==> src/rtl/m1reset_pkg.sv <==
// Shared definitions for the SoC reset sequencer: FSM encodings, per-channel
// delay extraction and elaboration-time parameter validation.
package m1reset_pkg;

  localparam logic [1:0] ST_HOLD    = 2'd0;
  localparam logic [1:0] ST_RELEASE = 2'd1;
  localparam logic [1:0] ST_RUN     = 2'd2;

  // Widest packed delay vector supported: 16 channels of up to 32 bits.
  localparam int MAX_DELAY_BITS = 512;

  function automatic logic [31:0] chan_delay(input logic [MAX_DELAY_BITS-1:0] delays,
                                             input int idx, input int cw);
    logic [31:0] mask;
    logic [31:0] raw;
    mask = (cw >= 32) ? 32'hFFFF_FFFF : ((32'd1 << cw) - 32'd1);
    raw  = 32'(delays >> (idx * cw));
    return raw & mask;
  endfunction

  function automatic bit params_ok(input int nchan, input int cw, input bit hold_nz,
                                   input int chan_hold, input int sync_stages);
    return (nchan >= 1) && (nchan <= 16) && (cw >= 1) && (cw <= 32) && hold_nz &&
           (chan_hold >= 1) && (sync_stages >= 2);
  endfunction

endpackage

==> src/rtl/m1reset_sync.sv <==
// Multi-stage synchroniser for asynchronous level inputs, cleared to zero by
// the asynchronous system reset.
module m1reset_sync #(
  parameter int WIDTH  = 1,
  parameter int STAGES = 2
) (
  input  logic             sys_clk,
  input  logic             sys_rst_n,
  input  logic [WIDTH-1:0] d,
  output logic [WIDTH-1:0] q
);

  logic [STAGES-1:0][WIDTH-1:0] ff_r;

  // Shift the async input through the synchroniser chain
  always_ff @(posedge sys_clk or negedge sys_rst_n) begin
    if (!sys_rst_n) begin
      ff_r <= '0;
    end else begin
      ff_r <= {ff_r[STAGES-2:0], d};
    end
  end

  assign q = ff_r[STAGES-1];

endmodule

==> src/rtl/m1reset_seq.sv <==
// Reset sequencer: holds all channels after a trigger, releases them at their
// programmed offsets, and supports independent per-channel re-pulses.
module m1reset_seq
  import m1reset_pkg::*;
#(
  parameter int                  NCHAN       = 4,
  parameter int                  CW          = 20,
  parameter logic [CW-1:0]       HOLD_CYCLES = 20'hFFFFF,
  parameter logic [NCHAN*CW-1:0] DELAYS      = {20'd48, 20'd32, 20'd16, 20'd0},
  parameter logic [NCHAN-1:0]    ACTIVE_LOW  = 4'b0000,
  parameter int                  CHAN_HOLD   = 128,
  parameter int                  SYNC_STAGES = 2
) (
  input  logic             sys_clk,
  input  logic             sys_rst_n,
  input  logic             trigger_reset,
  input  logic [NCHAN-1:0] chan_req,
  output logic [NCHAN-1:0] rst_out,
  output logic             all_released
);

  localparam int            PW         = $clog2(CHAN_HOLD + 1);
  localparam logic [PW-1:0] PULSE_LOAD = PW'(CHAN_HOLD);
  localparam logic [CW-1:0] HOLD_LOAD  = HOLD_CYCLES - CW'(1'b1);
  localparam logic [CW-1:0] SEQ_MAX    = {CW{1'b1}};

  if (!params_ok(NCHAN, CW, (HOLD_CYCLES != '0), CHAN_HOLD, SYNC_STAGES)) begin : g_bad_params
    $error("m1reset_seq: illegal parameter combination");
  end

  logic             trg_s;
  logic [NCHAN-1:0] req_s;
  logic [NCHAN-1:0] req_d_r;
  logic [NCHAN-1:0] req_rise_s;
  logic [1:0]       state_r;
  logic [1:0]       state_nxt_s;
  logic [CW-1:0]    hold_cnt_r;
  logic [CW-1:0]    seq_r;
  logic [NCHAN-1:0] rel_r;
  logic [NCHAN-1:0] rel_nxt_s;
  logic [NCHAN-1:0] due_s;
  logic [NCHAN-1:0] pulse_act_s;
  logic             all_released_r;

  m1reset_sync #(.WIDTH(1), .STAGES(SYNC_STAGES)) u_sync_trg (
    .sys_clk   (sys_clk),
    .sys_rst_n (sys_rst_n),
    .d         (trigger_reset),
    .q         (trg_s)
  );

  m1reset_sync #(.WIDTH(NCHAN), .STAGES(SYNC_STAGES)) u_sync_req (
    .sys_clk   (sys_clk),
    .sys_rst_n (sys_rst_n),
    .d         (chan_req),
    .q         (req_s)
  );

  assign req_rise_s = req_s & ~req_d_r;

  // Next-state and release-mask decode; a synced trigger overrides everything
  always_comb begin
    state_nxt_s = state_r;
    rel_nxt_s   = rel_r;
    if (trg_s) begin
      state_nxt_s = ST_HOLD;
      rel_nxt_s   = '0;
    end else begin
      case (state_r)
        ST_HOLD: begin
          rel_nxt_s = '0;
          if (hold_cnt_r == '0) begin
            state_nxt_s = ST_RELEASE;
          end else begin
            state_nxt_s = ST_HOLD;
          end
        end
        ST_RELEASE: begin
          rel_nxt_s = rel_r | due_s;
          if (&(rel_r | due_s)) begin
            state_nxt_s = ST_RUN;
          end else begin
            state_nxt_s = ST_RELEASE;
          end
        end
        ST_RUN: begin
          rel_nxt_s   = rel_r;
          state_nxt_s = ST_RUN;
        end
        default: begin
          rel_nxt_s   = '0;
          state_nxt_s = ST_HOLD;
        end
      endcase
    end
  end

  // FSM state, hold/sequence counters and the release summary flag
  always_ff @(posedge sys_clk or negedge sys_rst_n) begin
    if (!sys_rst_n) begin
      state_r        <= ST_HOLD;
      hold_cnt_r     <= HOLD_LOAD;
      seq_r          <= '0;
      rel_r          <= '0;
      req_d_r        <= '0;
      all_released_r <= 1'b0;
    end else begin
      state_r        <= state_nxt_s;
      rel_r          <= rel_nxt_s;
      req_d_r        <= req_s;
      all_released_r <= (state_r == ST_RUN) && (pulse_act_s == '0);
      if (trg_s) begin
        hold_cnt_r <= HOLD_LOAD;
      end else if ((state_r == ST_HOLD) && (hold_cnt_r != '0)) begin
        hold_cnt_r <= hold_cnt_r - CW'(1'b1);
      end else begin
        hold_cnt_r <= hold_cnt_r;
      end
      if (trg_s || (state_r == ST_HOLD)) begin
        seq_r <= '0;
      end else if ((state_r == ST_RELEASE) && (seq_r != SEQ_MAX)) begin
        seq_r <= seq_r + CW'(1'b1);
      end else begin
        seq_r <= seq_r;
      end
    end
  end

  for (genvar i = 0; i < NCHAN; i++) begin : g_chan
    localparam logic [CW-1:0] DLY = CW'(chan_delay(MAX_DELAY_BITS'(DELAYS), i, CW));

    logic [PW-1:0] cnt_r;
    logic          out_r;

    assign due_s[i]       = (seq_r >= DLY);
    assign pulse_act_s[i] = (cnt_r != '0);

    // Re-pulse counter (new edge wins over expiry) and the registered output
    always_ff @(posedge sys_clk or negedge sys_rst_n) begin
      if (!sys_rst_n) begin
        cnt_r <= '0;
        out_r <= ~ACTIVE_LOW[i];
      end else begin
        if (trg_s) begin
          cnt_r <= '0;
        end else if (req_rise_s[i] && rel_r[i] && (state_r != ST_HOLD)) begin
          cnt_r <= PULSE_LOAD;
        end else if (pulse_act_s[i]) begin
          cnt_r <= cnt_r - PW'(1'b1);
        end else begin
          cnt_r <= cnt_r;
        end
        out_r <= ((state_r == ST_HOLD) || !(rel_r[i] || due_s[i]) || pulse_act_s[i])
                 ^ ACTIVE_LOW[i];
      end
    end

    assign rst_out[i] = out_r;
  end

  assign all_released = all_released_r;

endmodule

==> config.mk <==
export PLATFORM = sky130hd
export DESIGN_NAME = m1reset_seq
export DESIGN_NICKNAME = d
export VERILOG_FILES = /design/src/rtl/m1reset_pkg.sv /design/src/rtl/m1reset_sync.sv /design/src/rtl/m1reset_seq.sv
export SDC_FILE = /design/constraint.sdc
export NUM_CORES = 1
export LEC_CHECK = 0
export BUFFER_PORTS_ARGS = -buffer_cell sky130_fd_sc_hd__buf_2
export CAP_MARGIN = 20
export CORE_ASPECT_RATIO = 1.1
export CORE_UTILIZATION = 40
export CTS_CLUSTER_SIZE = 12
export DETAILED_ROUTE_END_ITERATION = 8
export PLACE_DENSITY = 0.57
export RECOVER_POWER = 25
export SLEW_MARGIN = 20
export SYNTH_ARGS = -nofsm -noshare
export SYNTH_HDL_FRONTEND = slang
export SYNTH_SLANG_ARGS = --single-unit
==> constraint.sdc <==
create_clock -name sys_clk -period 4.33 [get_ports sys_clk]
set_input_delay 0.6495 -clock sys_clk [delete_from_list [all_inputs] [get_ports sys_clk]]
set_output_delay 0.6495 -clock sys_clk [all_outputs]
set_load 0.02 [all_outputs]
* Word level (Yosys, flattened, before mapping)
Cells that the tools add are included.
Widths: inputs -> output; s select.
** Storage, ports and cells
- Bits in registers :: 97
- Output and inout bits :: 5
- Word-level logic and storage cells :: 101
- Input bits :: 7
** Cells by class
- Bitwise logic cells :: 3
- Add/subtract/negate cells :: 6
- Reduce and logical (&&, ||, !) cells :: 44
- Mux-type cells :: 22
- Magnitude comparators :: 4
- Equal/unequal tests :: 4
** Operator list (number)
- $mux 8 :: 12
- $mux 20 :: 4
- $ge 20x6->1 const B :: 2
- $reduce_bool 8->1 :: 4
- $sub 8x1->8 const B :: 4
- $add 20x1->20 const B :: 1
- $ge 20x1->1 const B :: 1
- $ge 20x5->1 const B :: 1
- $logic_not 20->1 :: 1
- $ne 20x20->1 const B :: 1
- $reduce_bool 20->1 :: 1
- $sub 20x1->20 const B :: 1
- $logic_or 1x1->1 :: 13
- $reduce_bool 3->1 :: 4
- $logic_and 1x1->1 :: 11
- $pmux 4 s2 :: 1
- $pmux 2 s3 :: 1
- $reduce_bool 2->1 :: 3
- $and 4x4->4 :: 1
- $logic_not 1->1 :: 4
- $logic_not 4->1 :: 1
- $mux 2 :: 2
- $mux 4 :: 1
- $not 4->4 :: 1
- other kinds (7) :: 7

* Logic depth before layout (Yosys ltp)
- Depth after elaboration :: 6
- Mapped depth :: 8
- Gate-level depth less buffers :: 7

* Hierarchy
A second synthesis with hierarchy kept.
** Unflattened totals
- Cell total of the unflattened synthesis :: 494
- Area total of the unflattened synthesis :: 4839.6 um^2
** Modules (own cells, without submodules)
- m1reset_seq :: area each 4559.4 um^2, times used 1, cells an instance 480
- m1reset_sync at u_sync_req :: area each 230.2 um^2, times used 1, cells an instance 12
- m1reset_sync at u_sync_trg :: area each 50.0 um^2, times used 1, cells an instance 2

* Least setup slack after synthesis
Ideal clock, no wire load.
- Path kind :: register to register
- Start :: register g_chan[0].cnt_r[0]
- End :: register g_chan[0].cnt_r[6]
- Setup time :: 0.078 ns
- Buffers on the path :: 0
- Data required time :: 4.252 ns
- Stages on the path, launching flop included :: 6
- Data arrival time :: 2.047 ns
- Period minus slack after synthesis :: 2.125 ns
- Slack :: 2.205 ns
- Path through :: dfrtp_1 -> inv_1 -> ha_1 -> or4b_2 -> or4b_2 -> a21oi_1
** Between the ends
- Cells in the longest elaborated chain, start to end :: 4
- Elaborated cells on any way between the ends :: 6
- Those cells by class :: 1 x add/sub; 3 x mux; 2 x reduce/logical
** Ends and longest elaborated chain
- from (decl) :: RTL line m1reset_seq.sv:132 : logic [PW-1:0] cnt_r;
- from (signal assigned) :: RTL line m1reset_seq.sv:149 : cnt_r <= cnt_r - PW'(1'b1);
- from (signal assigned) :: RTL line m1reset_seq.sv:151 : cnt_r <= cnt_r;
- $sub 8x1->8 :: RTL line m1reset_seq.sv:149
- $mux 8 :: RTL line m1reset_seq.sv:148 : end else if (pulse_act_s[i]) begin
- $mux 8 :: RTL line m1reset_seq.sv:146 : end else if (req_rise_s[i] && rel_r[i] && (state_r != ST_HOLD)) begin
- $mux 8 :: RTL line m1reset_seq.sv:144 : if (trg_s) begin
Parallel ways exist; a longest one is shown, timed or not. The select of a mux whose other input is x is not followed.
A chain may end at the register's enable or synchronous reset.

* Worst setup path in the final report
- Start :: register g_chan[0].cnt_r[0]
- End :: register all_released_r (netlist: all_released)
** Between the ends
- Cells in the longest elaborated chain, start to end :: 3
** Ends and longest elaborated chain
- $reduce_bool 8->1 :: RTL line m1reset_seq.sv:136 : assign pulse_act_s[i] = (cnt_r != '0);
- $logic_not 4->1 :: RTL line m1reset_seq.sv:111 : all_released_r <= (state_r == ST_RUN) && (pulse_act_s == '0);
- $logic_and 1x1->1 :: RTL line m1reset_seq.sv:111
- to (signal assigned) :: RTL line m1reset_seq.sv:111
- to (decl) :: RTL line m1reset_seq.sv:43 : logic all_released_r;
No other way between the ends.

==> impl_metrics.json <==
{
  "hold_start": "u_sync_trg.ff_r[0]",
  "setup.worst_path.start": "g_chan[0].cnt_r[0]",
  "post-dp-hpwl_um": 6070,
  "tns_ps": 0,
  "routedWlPerCell_um": 13.7,
  "critPathLaunchType": "flip-flop",
  "drcViolationCount": 0,
  "fillers": 1100,
  "synth.distinct_cells": 53,
  "numCtsBuffers": 9,
  "max_freq_mhz": 435,
  "mostFrequentLayoutCell": "dfrtp_1",
  "cts.clk_slew.worst_paths_ps": 70,
  "fin_util": 0.452,
  "netlist_area_sq_um": 4770,
  "setup_viol": 0,
  "num_io_pins": 12,
  "finalPower_uw": 1950,
  "final_design_area_no_fill_sq_um": 5220,
  "final_cell_mix": "dfrtp_1 (74), nor2_1 (73), nand2_1 (40), xnor2_1 (27), a21oi_1 (25)",
  "cts_tree": "done",
  "worstReg2RegStart": "g_chan[0].cnt_r[0]",
  "drt-total-wl_um": 8840,
  "grt_usage": 0.163,
  "h-tree-depth": 3,
  "gr-total-overflow": 0,
  "failed_checks": "capacitance limit, slew limit",
  "post_cts_buffers": 0,
  "ir_drop_uv": 211,
  "die_h_um": 117,
  "maxSlewHeadroom": -0.0943,
  "syn_area_per_cell_sq_um": 9.89,
  "syn2layout_area_growth_pct": 9.36,
  "core_area_sq_um": 11500,
  "yosys_warnings": 0,
  "fin_nets": 503,
  "gp_congestion": 0.772,
  "vias": 3357,
  "cts_resized": 0,
  "ys_async_sr_fraction": 1.00,
  "crit_type": "reg2reg",
  "tightest_slew_ps": 1640,
  "worstSetupEndpointType": "flip-flop",
  "grt_pass1_wl_um": 15800,
  "drtIter0Drc": 176,
  "drv_slew": 69,
  "via_per_inst": 5.21,
  "max_stage_delay_ps": 670,
  "syn-instance-count": 483,
  "io_buffers": 11,
  "critical_path.max_fanout": 6,
  "power_density_nw_per_um2": 374,
  "fp.dieArea_sq_um": 12400,
  "clockBufferDepth": 2,
  "rrSetupSlack_ps": 2030,
  "root_buffer": "clkbuf_16",
  "drv_cap": 1,
  "holdBufCountCts": 0,
  "cp_slowest_cell": "or4b_2",
  "cp.arrival_ps": 2540,
  "fin_crit_sh": 0.531,
  "fin_skew_ps": 8.03,
  "n_antenna_cell": 0,
  "grt_pass1_vias": 3330,
  "power_leakage_uw": 0.00201,
  "rsz0062_at_grt": "false",
  "die_w_um": 106,
  "ys_ff_latch": 97,
  "finalHoldViolations": 0,
  "hp-class": "reg2reg",
  "worstPathRequired_ps": 4570,
  "drt-pass1-iter-count": 4,
  "yosysTopAreaCell": "dfrtp_1",
  "antenna_found_initial": 0,
  "yosys-top-cells-area": "dfrtp_1 (39%), dfstp_2 (13%), nor2_1 (5.7%)",
  "antenna_left": 0,
  "row_count": 41,
  "drive_above_1_share": 0.152,
  "syn_nets": 497,
  "synth_edf_count": 0,
  "fin_crit_ps": 2300,
  "start_util": 0.414,
  "status": "complete, but fails checks",
  "yosys_most_used_dff": "dfrtp_1",
  "seq_area_frac_synth": 0.514,
  "synth_top_area_frac": 0.388,
  "grt_max_degree": 69,
  "placed_cell_area_sq_um": 4940,
  "crit_chain": "inv_1 -> ha_1 -> or4b_2 -> nor4_2 -> nand2_1 -> nor4_1",
  "cts_num_sinks": 97,
  "clk_latency_ps": 350
}
==> where the power goes <==
part	switching [uW]	internal (uW)	total, uW	leakage (uW)
Sequential	34.7	948	982	0.00124
Clock	354	398	752	0.000128
Combinational	124	94.8	219	0.000646
==> Yosys cell counts, drive strengths merged, types with 7 or more instances <==
master and number:
a211oi 8, a21oi 25, clkbuf 12, dfrtp 74
dfstp 23, ha 7, inv 17, mux2i 9
nand2 40, nand3 9, nand4 10, nor2 73
nor2b 9, nor3 22, nor4 22, o21ai 10
or3 15, xnor2 27, xor2 8
==> kinds of logic after synthesis <==
| family | Yosys count | share of synthesized area |
|---|---|---|
| simple gates | 238 | 0.263 |
| flops | 97 | 0.514 |
| compound gates | 58 | 0.0784 |
| xor+xnor | 35 | 0.0642 |
| buf+inv | 35 | 0.0335 |
| mux | 13 | 0.0283 |
| fa+ha+maj | 7 | 0.0183 |
==> registers in the layout, summed over array words and instances (netlist names) <==
signal and cells:
u_sync_trg.ff_r 1, g_chan.out_r 4, hold_cnt_r 20, u_sync_req.q 4, req_d_r 4, u_sync_req.ff_r 4, seq_r 20, u_sync_trg.q 1
g_chan.cnt_r 32, state_r 2, rel_r 4, all_released 1
==> path summary, 6_finish.rpt <==
path	end	cells past startpoint
max	all_released	6
min	u_sync_trg.q	0
max reg2reg	all_released	6
min reg2reg	u_sync_trg.q	0
max in group asynchronous	g_chan[2].out_r	2
min in group asynchronous	g_chan[0].cnt_r[4]	1
==> through the flow <==
stage               setup slack, ps  instances  hold WS, ps
CTS                            2000        644          352
detailed placement             2020        628          336
global route                   1870        644          356
global placement               2100        628          334
finish                         2030        644          349
floorplan                      2200        483          331
==> per-layer routing <==
metal / up-vias / share of wire / track usage
met4: 0 / 0.026 / 0.0944
met5: - / 0 / 0
met3: 15 / 0.018 / 0.0240
met2: 31 / 0.47 / 0.264
li1: 1709 / - / -
met1: 1602 / 0.49 / 0.211
==> layout make-up <==
class	instances	area, sq um	share of cell area
inverters	17	63.8	0.0122
clock inverters	6	51.3	0.00983
repair buffers	13	70.1	0.0134
clock buffers	10	229	0.0439
well taps	150	188	0.0359
flip-flops and latches	97	2460	0.470
multi-input cells	351	2160	0.414
==> worst max-delay path: cells and delay by family, from the launching register on <==
family                   cells  cell delay [ps]
adder cells (fa/ha/maj)      1              200
buffers and inverters        1               90
flip-flops                   1              390
AND/OR/NAND/NOR              4             1490
No activity file was read; power rests on OpenSTA's default activity.
